$ cat src/rtl/ps2_host_tx.sv
// PS/2 host-to-device transmitter: inhibit, request-to-send, clock out a
// start/data/parity/stop frame on device clock falls, then check the ACK.
//
// state     | meaning
// ----------+-----------------------------------------------------------
// IDLE      | lines released, tx_ready high, waiting for tx_valid
// INHIBIT   | PS/2 clock held low for INHIBIT_CYCLES
// RTS       | clock and data (start bit) both held low for RTS_CYCLES
// SEND      | clock released; one frame bit presented per device fall
// ACK       | stop presented; next fall samples the device ACK
// WAIT_IDLE | ACK good; wait for both lines high before reporting done
module ps2_host_tx #(
  parameter int unsigned INHIBIT_CYCLES = 5000,
  parameter int unsigned RTS_CYCLES     = 50,
  parameter int unsigned TIMEOUT_CYCLES = 1000000
) (
  input  logic       master_clk,
  input  logic       reset,
  input  logic [7:0] tx_data,
  input  logic       tx_valid,
  output logic       tx_ready,
  input  logic       ps2_clk_in,
  input  logic       ps2_data_in,
  output logic       ps2_clk_oe,
  output logic       ps2_data_oe,
  output logic       done,
  output logic       err
);

  localparam int unsigned CNT_MAX = (INHIBIT_CYCLES > RTS_CYCLES) ? INHIBIT_CYCLES : RTS_CYCLES;
  localparam int          CNT_W   = $clog2(CNT_MAX + 1);
  localparam int          TO_W    = 20;

  typedef enum logic [2:0] {
    IDLE,
    INHIBIT,
    RTS,
    SEND,
    ACK,
    WAIT_IDLE
  } state_t;

  state_t           state, state_nxt;
  logic [CNT_W-1:0] dly_cnt, dly_cnt_nxt;
  logic [TO_W-1:0]  to_cnt, to_cnt_nxt;
  logic [3:0]       bit_idx, bit_idx_nxt;
  logic [9:0]       frame, frame_nxt;
  logic             clk_oe_nxt, data_oe_nxt, done_nxt, err_nxt;
  logic             clk_meta, clk_sync, clk_prev;
  logic             data_meta, data_sync;
  logic             fall, timeout;

  assign fall     = clk_prev & ~clk_sync;
  assign timeout  = (to_cnt == TO_W'(TIMEOUT_CYCLES));
  assign tx_ready = (state == IDLE);

  always_ff @(posedge master_clk) begin
    if (reset) begin
      clk_meta    <= 1'b1;
      clk_sync    <= 1'b1;
      clk_prev    <= 1'b1;
      data_meta   <= 1'b1;
      data_sync   <= 1'b1;
      state       <= IDLE;
      dly_cnt     <= '0;
      to_cnt      <= '0;
      bit_idx     <= '0;
      frame       <= '0;
      ps2_clk_oe  <= 1'b0;
      ps2_data_oe <= 1'b0;
      done        <= 1'b0;
      err         <= 1'b0;
    end else begin
      clk_meta    <= ps2_clk_in;
      clk_sync    <= clk_meta;
      clk_prev    <= clk_sync;
      data_meta   <= ps2_data_in;
      data_sync   <= data_meta;
      state       <= state_nxt;
      dly_cnt     <= dly_cnt_nxt;
      to_cnt      <= to_cnt_nxt;
      bit_idx     <= bit_idx_nxt;
      frame       <= frame_nxt;
      ps2_clk_oe  <= clk_oe_nxt;
      ps2_data_oe <= data_oe_nxt;
      done        <= done_nxt;
      err         <= err_nxt;
    end
  end

  always_comb begin
    state_nxt   = state;
    dly_cnt_nxt = dly_cnt;
    to_cnt_nxt  = '0;
    bit_idx_nxt = bit_idx;
    frame_nxt   = frame;
    clk_oe_nxt  = ps2_clk_oe;
    data_oe_nxt = ps2_data_oe;
    done_nxt    = 1'b0;
    err_nxt     = 1'b0;

    // The watchdog only runs while the device owns the clock.
    if (state == SEND || state == ACK || state == WAIT_IDLE)
      to_cnt_nxt = fall ? '0 : to_cnt + TO_W'(1);

    unique case (state)
      IDLE: begin
        clk_oe_nxt  = 1'b0;
        data_oe_nxt = 1'b0;
        if (tx_valid) begin
          frame_nxt   = {1'b1, ~^tx_data, tx_data};
          dly_cnt_nxt = CNT_W'(INHIBIT_CYCLES - 1);
          clk_oe_nxt  = 1'b1;
          state_nxt   = INHIBIT;
        end
      end
      INHIBIT: begin
        if (dly_cnt == '0) begin
          dly_cnt_nxt = CNT_W'(RTS_CYCLES - 1);
          data_oe_nxt = 1'b1;
          state_nxt   = RTS;
        end else begin
          dly_cnt_nxt = dly_cnt - CNT_W'(1);
        end
      end
      RTS: begin
        if (dly_cnt == '0) begin
          clk_oe_nxt  = 1'b0;
          bit_idx_nxt = '0;
          to_cnt_nxt  = '0;
          state_nxt   = SEND;
        end else begin
          dly_cnt_nxt = dly_cnt - CNT_W'(1);
        end
      end
      SEND: begin
        if (timeout) begin
          clk_oe_nxt  = 1'b0;
          data_oe_nxt = 1'b0;
          err_nxt     = 1'b1;
          state_nxt   = IDLE;
        end else if (fall) begin
          data_oe_nxt = ~frame[bit_idx];
          bit_idx_nxt = bit_idx + 4'd1;
          if (bit_idx == 4'd9)
            state_nxt = ACK;
        end
      end
      ACK: begin
        if (timeout) begin
          clk_oe_nxt  = 1'b0;
          data_oe_nxt = 1'b0;
          err_nxt     = 1'b1;
          state_nxt   = IDLE;
        end else if (fall) begin
          if (data_sync) begin
            data_oe_nxt = 1'b0;
            err_nxt     = 1'b1;
            state_nxt   = IDLE;
          end else begin
            state_nxt = WAIT_IDLE;
          end
        end
      end
      WAIT_IDLE: begin
        if (timeout) begin
          clk_oe_nxt  = 1'b0;
          data_oe_nxt = 1'b0;
          err_nxt     = 1'b1;
          state_nxt   = IDLE;
        end else if (clk_sync && data_sync) begin
          done_nxt  = 1'b1;
          state_nxt = IDLE;
        end
      end
      default: begin
        clk_oe_nxt  = 1'b0;
        data_oe_nxt = 1'b0;
        state_nxt   = IDLE;
      end
    endcase
  end

endmodule

$ cat config.mk
export PLATFORM = sky130hd
export DESIGN_NAME = ps2_host_tx
export DESIGN_NICKNAME = d
export VERILOG_FILES = /design/src/rtl/ps2_host_tx.sv
export SDC_FILE = /design/constraint.sdc
export NUM_CORES = 1
export LEC_CHECK = 0
export CORE_MARGIN = 3
export CORE_UTILIZATION = 59
export DETAILED_ROUTE_END_ITERATION = 8
export HOLD_SLACK_MARGIN = 0.06
export PLACE_DENSITY = 0.78
export REMOVE_ABC_BUFFERS = 1
export SYNTH_ARGS = -nofsm -noshare
export SYNTH_HDL_FRONTEND = slang
export SYNTH_SLANG_ARGS = --single-unit
$ cat constraint.sdc
create_clock -name master_clk -period 3.2 [get_ports master_clk]
set_input_delay 0.64 -clock master_clk [delete_from_list [all_inputs] [get_ports master_clk]]
set_output_delay 0.64 -clock master_clk [all_outputs]
set_load 0.005 [all_outputs]
Word-level counts from Yosys, hierarchy flattened
Cells that the tools add are included.

$add $sub $neg: 3. Magnitude comparators: 1. Equality and inequality tests: 20. Multiplexer cells: 43. Bitwise gates (word level): 6. Reductions and logical operators: 17.

Operator list (number): 2-to-1 mux 20 bit (4); 2-to-1 mux 13 bit (3); one-hot mux 13 bit (3 select lines) (1); 2-to-1 mux 3 bit (11); adder 20 x 1 -> 20 bit, second input constant (1); == test 20 bit, second input constant (1); one-hot mux 3 bit (6 select lines) (1); 2-to-1 mux 1 bit (15); != test 2 bit, second input constant (7); zero test 13 bit (1); subtractor 13 x 1 -> 13 bit, second input constant (1); 2-to-1 mux 4 bit (3); != test 3 bit, second input constant (3); one-hot mux 4 bit (2 select lines) (1); XNOR reduction 8 bit (1); AND reduction 7 bit (1); == test 3 x 2 -> 1 bit, second input constant (2); == test 3 bit, second input constant (2); != test 3 x 2 -> 1 bit, second input constant (2); AND reduction 3 bit (2); AND reduction 6 bit (1); OR reduction 3 bit (2); less-than comparator 4 x 5 -> 1 bit, second input constant (1); NOT 1 bit (5); 17 further kinds (18).

Register bits after elaboration: 59. Bits of input ports: 13. Output and inout bits: 5. Word-level logic and storage cells: 104.

Logic depth before layout (Yosys ltp)
Gate-level depths: netlist (run 1).

Depth after elaboration: 6. Mapped depth: 8. Mapped depth without buffers: 7.

Least setup slack after synthesis (run 1)
No wires, ideal clock.

Path kind: reg2reg. From: reg dly_cnt[6]. To: reg dly_cnt[4]. Library setup time: 0.071 ns. Arrival time: 2.161 ns. Data required time: 3.129 ns. Setup slack: 0.968 ns. Stages on the path, launching flop included: 8. Buffers on the path: 1. Clock period less this slack: 2.232 ns. Path through: dfxtp_1 -> or4_4 -> or4_1 -> buf_6 -> nor2_4 -> a32oi_1 -> or4_1 -> a21oi_1.

Cells in the longest elaborated chain, start to end: 3. Elaborated cells on any way between the ends: 5. Classes of those cells: eq/ne (1); mux (2); reduce/logical (2).

RTL lines: start: declaration (RTL line 44) `logic [CNT_W-1:0] dly_cnt, dly_cnt_nxt;`; start signal: assignment (RTL line 80) `dly_cnt <= dly_cnt_nxt;`; zero test 13 bit (*) (RTL line 118, 127); 2-to-1 mux 13 bit or != test 2 bit (tied branches); one-hot mux 13 bit (3 select lines) or AND reduction 3 bit (tied branches).

Mark *: on every way between the ends. The rest lies on a longest branch, timed or not. A chain may end at the register's enable or synchronous reset.

Final worst setup path (run 1)
From: reg state[0]. To: out tx_ready.

Cells in the longest elaborated chain, start to end: 1.

RTL lines: start: declaration (RTL line 43) `state_t state, state_nxt;`; start signal: assignment (RTL line 79) `state <= state_nxt;`; zero test 3 bit (RTL line 55) `assign tx_ready = (state == IDLE);`; end: declaration (RTL line 21) `output logic tx_ready,`.

No other way between the ends.

==> results.tsv, run 1 <==
stage	metric	value	unit
worst_hold_path	Hold EP	clk_sync	
clock_network	TritonCTS clock tree	built	
synth	main flop type after synthesis	dfxtp_1	
floorplanning	Die W	76.9	um
synth	Post-synth EDFFs	0	
clock_network	Worst-path clk slew	0.07	ns
power_and_ir_drop	Leak Pwr	0.00121	uW
power_and_ir_drop	Gate power share	35.9	%
worst_hold_path	hold path start	clk_meta	
timing	max_slew headroom	57.4	%
route	wire length per cell	14.0	um
timing	final slew viol count	0	
power_and_ir_drop	internal power	1800	uW
synth	number of synthesis warnings	0	
layout	share of layout cells above drive strength 1	7.99	%
place	Port Buffers	17	
timing	clk_skew	0.00890	ns
setup_path	Crit Path Class	flop to primary output	
setup_path	buffers and inverters on the worst path	3	
route	Pre-antenna DRT Iters	4	
timing	FMAX	368	MHz
timing	Worst-Margin Slew	0.639	ns
synth	flops & latches, synth	59	
setup_path	Reg-to-Reg Start	dly_cnt[6]	
route	drt drc	0	
power_and_ir_drop	total chip power	2870	uW
setup_path	Req. time, crit path	2.56	ns
timing	Final Hold Viols	0	
setup_path	Worst path top cell family by delay	buffers and inverters	
global_route	pin count of the biggest net entering global routing	21	
power_and_ir_drop	Clock Power Share	29.6	%
clock_network	H-tree Lvls	3	
floorplanning	Core Box Area	0.00479	sq mm
setup_path	Crit. End Element	primary output	
timing	post-route clock period utilization	84.8	%
job	total of max-cap violations	0	
global_route	grt ovf	0	
place	HPWL after DPL	4530	um
global_route	global-route usage over all layers	22.8	%
global_route	initial antenna violation count	0	
clock_network	clock latency on the worst-skew pair	0.34	ns
route	Starting DRT DRC Count	241	
route	WL final	6390	um
setup_path	slowest stage delay, CP	0.68	ns
clock_network	setup bufs post-CTS	0	
setup_path	Crit-path slowest cell	dfxtp_1	
route	Vias/cell	5.60	
clock_network	post-cts sizing count	0	
power_and_ir_drop	Psw	1070	uW
synth	Async SR Flop Fraction	0	%
floorplanning	Initial Util	61.9	%
layout	# diodes	0	
synth	syn_area_per_cell	8.12	sq um
floorplanning	die area	0.00591	sq mm
setup_path	Reg-to-Reg End	dly_cnt[6]	
clock_network	CTS buffer count	9	
worst_hold_path	hold path depth	1	
worst_hold_path	HP Class	flop to flop	
floorplanning	Die H	76.9	um
layout	area grow syn2layout	15.9	%
route	vias post-DR	2549	
synth	post-synthesis cell type count	50	
clock_network	CTS Buffer Depth	2	
synth	Cell Area, Synth	0.00296	sq mm
route	Final ANT Viol Nets	0	
outcome	status	complete, no violations	
power_and_ir_drop	peak supply drop	571	uV
power_and_ir_drop	PwrDens	835	mW/mm^2
global_route	number of global-route vias before repair	2392	
setup_path	cells on worst reg2reg path	6	
power_and_ir_drop	part of the power in registers	34.5	%
clock_network	# clock sinks	59	
layout	Layout Nets	402	
timing	Sum Neg Setup Slack	0	ns
power_and_ir_drop	sw frac	37.2	%
place	RePlAce Congestion	0.860	
setup_path	Top cell by count, worst path	inv_1	
timing	final setup vio count	0	
setup_path	Reg2Reg Setup Slack	0.71	ns
clock_network	root buffer cell	clkbuf_8	
synth	Seq/Total Area, Yosys	39.9	%
timing	minimum clock period after layout	2.71	ns
floorplanning	row count	25	
floorplanning	# IOs	18	
setup_path	crit path DAT	2.07	ns
synth	synthesized instance count	365	
setup_path	crit-path cells	inv_1, nand2_1, inv_1, clkdlybuf4s50_1	
setup_path	CP Max Fanout	15	
global_route	first-pass GRT wire length	10800	um
clock_network	hold buffers post-CTS	0	
setup_path	Startpoint Class	flop	
timing	RSZ-0062 raised after global routing	false	
## cell usage after synthesis (2+ instances only)
master / n / area, sq um
clkbuf_1: 12 / 45.0
mux4_2: 2 / 45.0
nand3b_1: 2 / 15.0
ha_1: 6 / 75.1
dfxtp_1: 59 / 1180
nand2_1: 37 / 139
nand4_1: 2 / 12.5
xnor2_1: 13 / 114
nor3b_1: 3 / 22.5
o21ai_1: 4 / 20.0
o31ai_1: 3 / 22.5
and3_1: 9 / 56.3
o21ai_0: 20 / 100
a21oi_1: 35 / 175
or3_1: 4 / 25.0
nor2b_1: 4 / 25.0
a211oi_1: 2 / 15.0
inv_1: 14 / 52.6
nor3_1: 11 / 55.1
mux2i_1: 4 / 40.0
o211ai_1: 2 / 15.0
nor2_1: 50 / 188
nor4b_1: 3 / 26.3
nand2b_1: 3 / 18.8
nor4_1: 6 / 37.5
nand3_1: 9 / 45.0
o41ai_1: 2 / 17.5
or4_1: 2 / 15.0
xor2_1: 16 / 140
or2_2: 5 / 31.3
o221ai_1: 2 / 17.5
## layout make-up
type | instances | area [sq um]
inverters | 14 | 52.6
well taps | 67 | 83.8
fillers | 384 | 1350
flip-flops and latches | 59 | 1180
clock buffers | 10 | 138
repair buffers | 21 | 200
multi-input cells | 278 | 1670
clock inverters | 6 | 111
## registers in the layout, summed over array words and instances (netlist names), 3 cells and up
register  count
to_cnt       20
frame        10
dly_cnt      13
bit_idx       4
state         3
## routing by layer
| layer | part of all wire (%) | vias up | GRT usage (%) | wire [um] |
|---|---|---|---|---|
| li1 | - | 1310 | - | - |
| met1 | 47 | 1172 | 28.3 | 2990 |
| met2 | 47 | 54 | 37.9 | 3010 |
| met3 | 4.2 | 13 | 4.34 | 271 |
| met4 | 1.8 | 0 | 11.2 | 115 |
| met5 | 0 | - | 0 | 0 |
## power groups by stage
| stage | sequential (uW) | clock (uW) | combinational (uW) |
|---|---|---|---|
| after floorplan | 966 | 0 | 770 |
| after global placement | 1000 | 0 | 1010 |
| after detailed placement | 1000 | 0 | 1020 |
| after CTS | 986 | 854 | 1030 |
| after global routing | 1010 | 887 | 1150 |
| final | 989 | 849 | 1030 |
## cells in the final DEF (no fill, tap or decap), types with 3 or more instances in the layout
master           netlist  layout
xor2_1                16      16
xnor2_1               13      13
nor2_1                50      50
nor4b_1                3       3
buf_4                  0       4
nor3_1                11      11
or3_1                  4       4
inv_1                 14      14
nor4_1                 6       6
dfxtp_1               59      59
or2_2                  5       5
nand2b_1               3       3
bufinv_16              0       3
and3_1                 9       9
o21ai_0               20      20
nor2b_1                4       4
mux2i_1                4       4
o31ai_1                3       3
a21oi_1               35      35
clkbuf_8               0      10
ha_1                   6       6
clkdlybuf4s50_1        0      17
nor3b_1                3       3
nand3_1                9       9
nand2_1               37      37
o21ai_1                4       4
## worst register-to-register path, cell delays in order, from the launching register on
cell	delay (ns)
dfxtp_1	0.36
or4_4	0.59
or4_1	0.61
nor3_1	0.22
a21oi_1	0.06
o31ai_1	0.43
nor2_1	0.10
## cell families after synthesis
logic type / after synthesis / synth area share [%]
compound gates: 79 / 15.5
xor+xnor: 29 / 8.57
fa+ha+maj: 6 / 2.53
buf+inv: 28 / 3.84
flops: 59 / 39.9
mux: 6 / 2.87
simple gates: 158 / 26.8
## how the worst max path moves through the flow
stage / from / to / slack [ns] / cells past startpoint
3_3_place_gp: tx_valid / dly_cnt[4] / 0.76 / 6
2_1_floorplan: dly_cnt[6] / dly_cnt[4] / 0.91 / 6
6_report: state[0] / tx_ready / 0.49 / 4
4_1_cts: state[0] / tx_ready / 0.52 / 4
5_1_grt: state[0] / tx_ready / 0.42 / 4
3_5_place_dp: tx_valid / dly_cnt[4] / 0.71 / 6
## stage by stage
step	hold slack (ns)	setup slack [ns]	std cells	util, %	cell area (sq um)
after CTS	0.415	0.523	455	71.8	3430
after floorplan	0.389	0.905	351	-	2900
after detailed placement	0.397	0.708	439	66.6	3190
after global placement	0.394	0.759	439	66.6	3190
final	0.412	0.486	455	71.8	3430
after global routing	0.435	0.420	455	71.8	3430
Power figures use the tool's default switching activity.
==> run 2, diff against run 1 <==
==> constraint.sdc (replaced) <==
create_clock -name master_clk -period 2.8 [get_ports master_clk]
set_input_delay 0.56 -clock master_clk [delete_from_list [all_inputs] [get_ports master_clk]]
set_output_delay 0.56 -clock master_clk [all_outputs]
set_load 0.005 [all_outputs]
==> run 2 against run 1 <==
Net effect: via count up 3.8%; critical path depth up 1; wire length up 4.4%; first-iteration DRC count up 40%; count of clock-buffer cells in the layout down 1; clock skew about the same; worst setup slack worse by 0.16 ns; utilization up 0.29 points; combinational power up 21%; total power up 15%; non-clock buffer count up 3; critical path type is now flop to flop.
==> results.tsv, run 2 (same netlist as run 1, synthesis figures left out) <==
stage	metric	value	unit
outcome	status	complete, no violations	
timing	FMAX	403	MHz
clock_network	root buffer cell	clkbuf_8	
global_route	number of global-route vias before repair	2510	
floorplanning	Die W	76.9	um
global_route	grt ovf	0	
timing	Final Hold Viols	0	
clock_network	# clock sinks	59	
route	drt drc	0	
route	Pre-antenna DRT Iters	4	
route	WL final	6680	um
route	Vias/cell	5.78	
power_and_ir_drop	PwrDens	959	mW/mm^2
route	Starting DRT DRC Count	338	
floorplanning	row count	25	
timing	final setup vio count	0	
place	RePlAce Congestion	0.940	
layout	Final Util	72.1	%
layout	commonest non-fill, non-tap cell in the layout	dfxtp_1	
timing	Sum Neg Setup Slack	0	ns
route	wire length per cell	14.6	um
clock_network	setup bufs post-CTS	0	
setup_path	Startpoint Class	flop	
setup_path	CP Max Fanout	6	
timing	max_slew headroom	58.5	%
clock_network	clock latency on the worst-skew pair	0.34	ns
route	vias post-DR	2646	
global_route	first-pass GRT wire length	11800	um
global_route	pin count of the biggest net entering global routing	21	
timing	final slew viol count	0	
clock_network	CTS buffer count	9	
clock_network	CTS Buffer Depth	2	
timing	post-route clock period utilization	88.5	%
floorplanning	Initial Util	61.9	%
timing	clk_skew	0.00937	ns
power_and_ir_drop	peak supply drop	618	uV
layout	Layout Nets	405	
layout	area grow syn2layout	16.4	%
place	Port Buffers	17	
clock_network	Worst-path clk slew	0.08	ns
layout	# diodes	0	
clock_network	post-cts sizing count	0	
setup_path	Req. time, crit path	3.05	ns
floorplanning	# IOs	18	
floorplanning	Core Box Area	0.00479	sq mm
floorplanning	Die H	76.9	um
setup_path	Crit Path Class	flop to flop	
floorplanning	die area	0.00591	sq mm
setup_path	Crit. End Element	flop	
layout	most frequent cells in the layout	dfxtp_1, nor2_1, nand2_1	
clock_network	TritonCTS clock tree	built	
layout	share of layout cells above drive strength 1	8.70	%
layout	largest register by flop count	to_cnt	
worst_hold_path	HP Class	flop to flop	
clock_network	hold buffers post-CTS	0	
clock_network	H-tree Lvls	3	
timing	minimum clock period after layout	2.48	ns
power_and_ir_drop	Leak Pwr	0.00122	uW
timing	RSZ-0062 raised after global routing	false	
layout	largest registers	to_cnt x20, dly_cnt x13, frame x10	
setup_path	crit path DAT	2.72	ns
layout	max FFs per register	20	
place	HPWL after DPL	4590	um
route	Final ANT Viol Nets	0	
global_route	global-route usage over all layers	24.6	%
timing	Worst-Margin Slew	0.623	ns
global_route	initial antenna violation count	0	
job	total of max-cap violations	0	
run 2: cell types whose count changed in the layout (fill, tap and decap cells not counted), sizes merged:
| cell | previous run | this run |
|---|---|---|
| buf | 4 | 7 |
| clkbuf | 10 | 9 |
| clkinv | 1 | 3 |
| inv | 15 | 14 |
run 2: metrics by stage:
step                      worst slack (ns)  hold slack [ns]  total power, uW  cells  cell area (sq um)
final                                0.322            0.408             3310    458               3450
after global routing                 0.186            0.417             3520    458               3450
after CTS                            0.341            0.411             3300    458               3450
after detailed placement             0.363            0.395             2350    442               3210
after global placement               0.394            0.392             2310    442               3210
after floorplan                      0.505            0.389             1980    351               2900
run 2: worst paths after layout:
check,to,from,slack (ns),cells after the start
hold reg to reg,data_sync,data_meta,0.41,1
setup / recovery,state[0],dly_cnt[6],0.32,5
setup reg to reg,state[0],dly_cnt[6],0.32,5
hold / removal,data_sync,data_meta,0.41,1
run 2: worst max-delay path: stages, from the launching register on:
cell and delay, ns:
dfxtp_1 0.36, or4_4 0.59, or4_1 0.59, o21ai_1 0.30, o221ai_1 0.26, a211oi_1 0.29
run 2: area by class of cell:
cell class | instances | area, sq um
inverter | 14 | 52.6
fill | 394 | 1340
multi-input combinational | 278 | 1670
timing repair buffer | 24 | 223
clock inverter | 7 | 116
tap | 67 | 83.8
clock buffer | 9 | 124
sequential | 59 | 1180
run 2: where the power goes:
part / internal (uW) / switching [uW]
Clock: 589 / 349
Combinational: 494 / 758
Sequential: 973 / 146
Total: 2060 / 1250
run 2: per-layer routing:
layer  track usage [%]  wire, um  up-vias
li1                  -         -     1319
met1              32.2      2980     1225
met2              38.2      3180       83
met3              4.58       327       19
met4              13.4       188        0
met5                 0         0        -
==> run 3, diff against run 2 <==
--- a/config.mk
+++ b/config.mk
@@ -11,6 +11,7 @@
 export HOLD_SLACK_MARGIN = 0.06
 export PLACE_DENSITY = 0.78
 export REMOVE_ABC_BUFFERS = 1
+export SETUP_SLACK_MARGIN = 0.05
 export SYNTH_ARGS = -nofsm -noshare
 export SYNTH_HDL_FRONTEND = slang
 export SYNTH_SLANG_ARGS = --single-unit
==> results of run 3 <==
Same layout as run 2: the final DEF is identical, and so are final timing and power.
